<file path="config.mk">
export PLATFORM = sky130hd
export DESIGN_NAME = pwm_compare_4bit
export DESIGN_NICKNAME = d
export VERILOG_FILES = /design/src/rtl/pwm_compare_4bit.sv
export SDC_FILE = /design/constraint.sdc
export NUM_CORES = 1
export LEC_CHECK = 0
export ABC_AREA = 1
export CAP_MARGIN = 20
export CORE_MARGIN = 4
export CORE_UTILIZATION = 54
export DETAILED_ROUTE_END_ITERATION = 16
export GPL_TIMING_DRIVEN = 0
export PLACE_DENSITY = 0.91
export RECOVER_POWER = 100
export SKIP_LAST_GASP = 1
export SYNTH_ARGS = -nofsm -noshare
export SYNTH_HDL_FRONTEND = slang
export SYNTH_SLANG_ARGS = --single-unit
export TNS_END_PERCENT = 20
</file>
<file path="constraint.sdc">
create_clock -name clk -period 3.8 [get_ports clk]
set_clock_uncertainty 0.15 [all_clocks]
set_input_delay 0.76 -clock clk [delete_from_list [all_inputs] [get_ports clk]]
set_output_delay 0.76 -clock clk [all_outputs]
set_load 0.01 [all_outputs]
</file>
<file path="src/rtl/pwm_compare_4bit.sv">
// pwm_compare_4bit: registered PWM from sampled counter values, with wrap/jump detection
// and a double-buffered duty value that only takes effect on a period boundary.
module pwm_compare_4bit #(
  parameter logic [3:0] RESET_DUTY  = 4'd0,
  parameter bit         ACTIVE_HIGH = 1'b1
) (
  input  logic       clk,
  input  logic       reset,
  input  logic [3:0] count,
  input  logic       up_down,
  input  logic [3:0] duty_data,
  input  logic       duty_valid,
  output logic       duty_ready,
  output logic       pwm_out,
  output logic       period_start,
  output logic       jump
);
  logic [3:0] prev_count, active_duty, pending_duty, next_duty;
  logic       prev_valid, pending, pending_next, boundary, step_ok, apply, xfer;
  always_comb begin
    step_ok      = count == (up_down ? prev_count + 4'd1 : prev_count - 4'd1);
    boundary     = prev_valid && (up_down ? (prev_count == 4'd15 && count == 4'd0)
                                          : (prev_count == 4'd0 && count == 4'd15));
    apply        = boundary && pending;
    next_duty    = apply ? pending_duty : active_duty;
    xfer         = duty_valid && duty_ready;
    // duty_ready mirrors !pending, so a transfer never coincides with an apply
    pending_next = xfer || (pending && !apply);
  end
  always_ff @(posedge clk) begin
    if (reset) begin
      prev_valid   <= 1'b0;
      pending      <= 1'b0;
      active_duty  <= RESET_DUTY;
      pwm_out      <= !ACTIVE_HIGH;
      period_start <= 1'b0;
      jump         <= 1'b0;
      duty_ready   <= 1'b0;
    end else begin
      prev_count   <= count;
      prev_valid   <= 1'b1;
      active_duty  <= next_duty;
      pending      <= pending_next;
      duty_ready   <= !pending_next;
      if (xfer) pending_duty <= duty_data;
      pwm_out      <= (count < next_duty) ^ !ACTIVE_HIGH;
      period_start <= boundary;
      jump         <= prev_valid && !step_ok;
    end
  end
endmodule

</file>
==> run metrics <==
status completed; register area share after synthesis 49.8%; CTS tree done; Synth Instances 100; register area 440 um2; Worst Hold Class flop to flop; initial antenna violation count 0; final-report hold violation count 0; 1st-iter DRT viols 9; Req. time, crit path 3.87 ns; crit path DAT 3.00 ns; Slew HR 76.9%; Initial Utilization 58.0%; area share of the leading cell type in the synthesized netlist 27.2%; Routed wire per std cell 10.7 um; Core Region 0.00152 mm2; Vias 668; Period Utilization, post-route 77.1%; CTS Buffer Depth 2; routability cong. 0.855; footprint of the multi-input gates 358 um2; dpl hpwl 1190 um; fmax 341 MHz; leakage 0.494 nW; CTS H-Tree Depth 1; CTS resizes 0; grt ovf 0; first-pass GRT wire length 2620 um; clk slew on worst S/H paths 0.09 ns; Post-CTS Setup Inserts 0; Synthesis Warnings 0; # clock sinks 18; Yosys reg bits 18; final setup vio count 0; setup TNS 0 ns; slew of the pin with the lowest slew margin 0.347 ns; total wire length 1440 um; die height 48.5 um; critical-path cell list dlygate4sd3_1, inv_1, nand2_1, nor2_1, nand3_1, nand2_1, nand3_1, inv_1, nand2_1, nand2_1, inv_1, ha_1, a211o_1, a21oi_1; Core Rows 14; Die W 48.5 um; ANT nets after route 0; Num CTS Buffers 3; post-synth top area cell edfxtp_1; CP max-delay cell dlygate4sd3_1; die area 0.00235 mm2; ys async rst share 0%; max-cap viol count 0; largest vdd supply drop 0.371 mV; drc violations 0; CTS Root Cell clkbuf_4; fin. max-slew vios 0; diode count 0; vias in the first global route 639; Yosys cell types 21; Post-synth EDFFs 8; Mapped Area 885 um2; CP dominant cell by count nand2_1; CP Max Fanout 5; fraction of layout cells with a size suffix above 1 4.24%; Clock Latency Late Sink 0.28 ns; Final Core Density 69.0%; Worst path max stage delay 0.59 ns; Final nets 137; crit end category flop; worst setup path category input pin to flop; I/O pin count 16; Pwr Density 348 mW/mm2; drt via density 4.99; cts-stage hold buffer count 0; area grow syn2layout 19.0%; largest cells by area after synthesis edfxtp_1 27%, dfxtp_1 23%, nand2_1 9.3%; RSZ-0062 raised after global routing no; FILL cells 126; buffers added on ports 14; Syn Area/Cell 8.85 um2; Final min period 2.93 ns; syn nets 118; GRT Total Usage 14.0%; Worst Setup Start Kind input pin; largest net degree at the start of global routing 11; Top FF cell, synth dfxtp_1; DR pass1 iterations 4
==> final cells by class <==
type                            count  share of cell area [%]
Sequential cell                    18                    41.9
Tap cell                           16                    1.90
Multi-Input combinational cell     64                    34.0
Inverter                           17                    6.06
Buffer                              1                   0.357
Clock buffer                        4                    2.50
Timing Repair Buffer               14                    13.3
==> path summary, 6_finish.rpt <==
kind | startpoint | endpoint | slack [ns] | cells past startpoint
setup / recovery | count[0] | pwm_out$_SDFF_PP0_ | 0.87 | 14
hold / removal | active_duty[0]$_SDFF_PP0_ | active_duty[0]$_SDFF_PP0_ | 0.37 | 4
setup reg to reg | prev_count[1]$_DFFE_PN_ | pwm_out$_SDFF_PP0_ | 1.59 | 11
hold reg to reg | active_duty[0]$_SDFF_PP0_ | active_duty[0]$_SDFF_PP0_ | 0.37 | 4
==> cells in the final DEF, fill, tap and decap left out, drive strengths merged <==
cell         count
nor2            16
fa               1
dfxtp           10
a211o            1
clkbuf           5
o21ai            1
xnor2            3
inv             17
nand3            3
nand2           24
and3             1
ha               5
o211ai           2
nand4            2
a21oi            3
xor2             2
dlygate4sd3     14
edfxtp           8
==> stage by stage <==
stage,hold slack (ns),total power [mW],instance area [um2],worst slack [ns],instances
floorplan,0.347,0.256,885,1.49,100
global placement,0.353,0.278,1040,0.825,130
detailed placement,0.362,0.281,1040,0.771,130
CTS,0.376,0.374,1070,1.06,134
global route,0.414,0.391,1050,0.645,134
finish,0.374,0.366,1050,0.869,134
==> state kept, by name (all words and copies together) (netlist names) <==
| register | count |
|---|---|
| jump | 1 |
| prev_valid | 1 |
| active_duty | 4 |
| pwm_out | 1 |
| duty_ready | 1 |
| pending | 1 |
| period_start | 1 |
| pending_duty | 4 |
| prev_count | 4 |
==> cells in the mapped netlist (all sizes together), types with 2 or more instances <==
cell type,n
nand4,2
xnor2,3
a21oi,3
nand3,3
ha,5
xor2,2
edfxtp,8
nor2,16
inv,17
dfxtp,10
o211ai,2
nand2,24
==> critical path: cells and delay by family <==
kind | cells | cell delay [ns]
adders and majority gates | 1 | 0.28
buffers and inverters | 4 | 0.90
and+or+nand+nor | 7 | 0.64
AOI/OAI and AO/OA | 2 | 0.42
==> power breakdown <==
group / switching [mW] / internal, mW
clock: 0.0540 / 0.0408
sequential: 0.00579 / 0.211
combinational: 0.0271 / 0.0271
==> cell families (layout without fill, tap and decap cells) <==
kind of cell	Yosys count	after routing	synth area share, %
and+or+nand+nor	46	46	22.9
DFF	18	18	49.8
buffers and inverters	18	36	7.64
AOI/OAI and AO/OA	7	7	5.37
adders and majority gates	6	6	9.34
xor gates and xnor gates	5	5	4.95
==> routing by layer <==
| metal | track usage (%) | up-vias | share of wire [%] | wire length, um |
|---|---|---|---|---|
| li1 | - | 349 | - | - |
| met1 | 16.7 | 300 | 44 | 633 |
| met2 | 22.4 | 19 | 47 | 680 |
| met3 | 7.36 | 0 | 8.5 | 122 |
| met4 | 2.69 | 0 | 0 | 0 |
| met5 | 0 | - | 0 | 0 |
(Power assumes the default switching activity.)
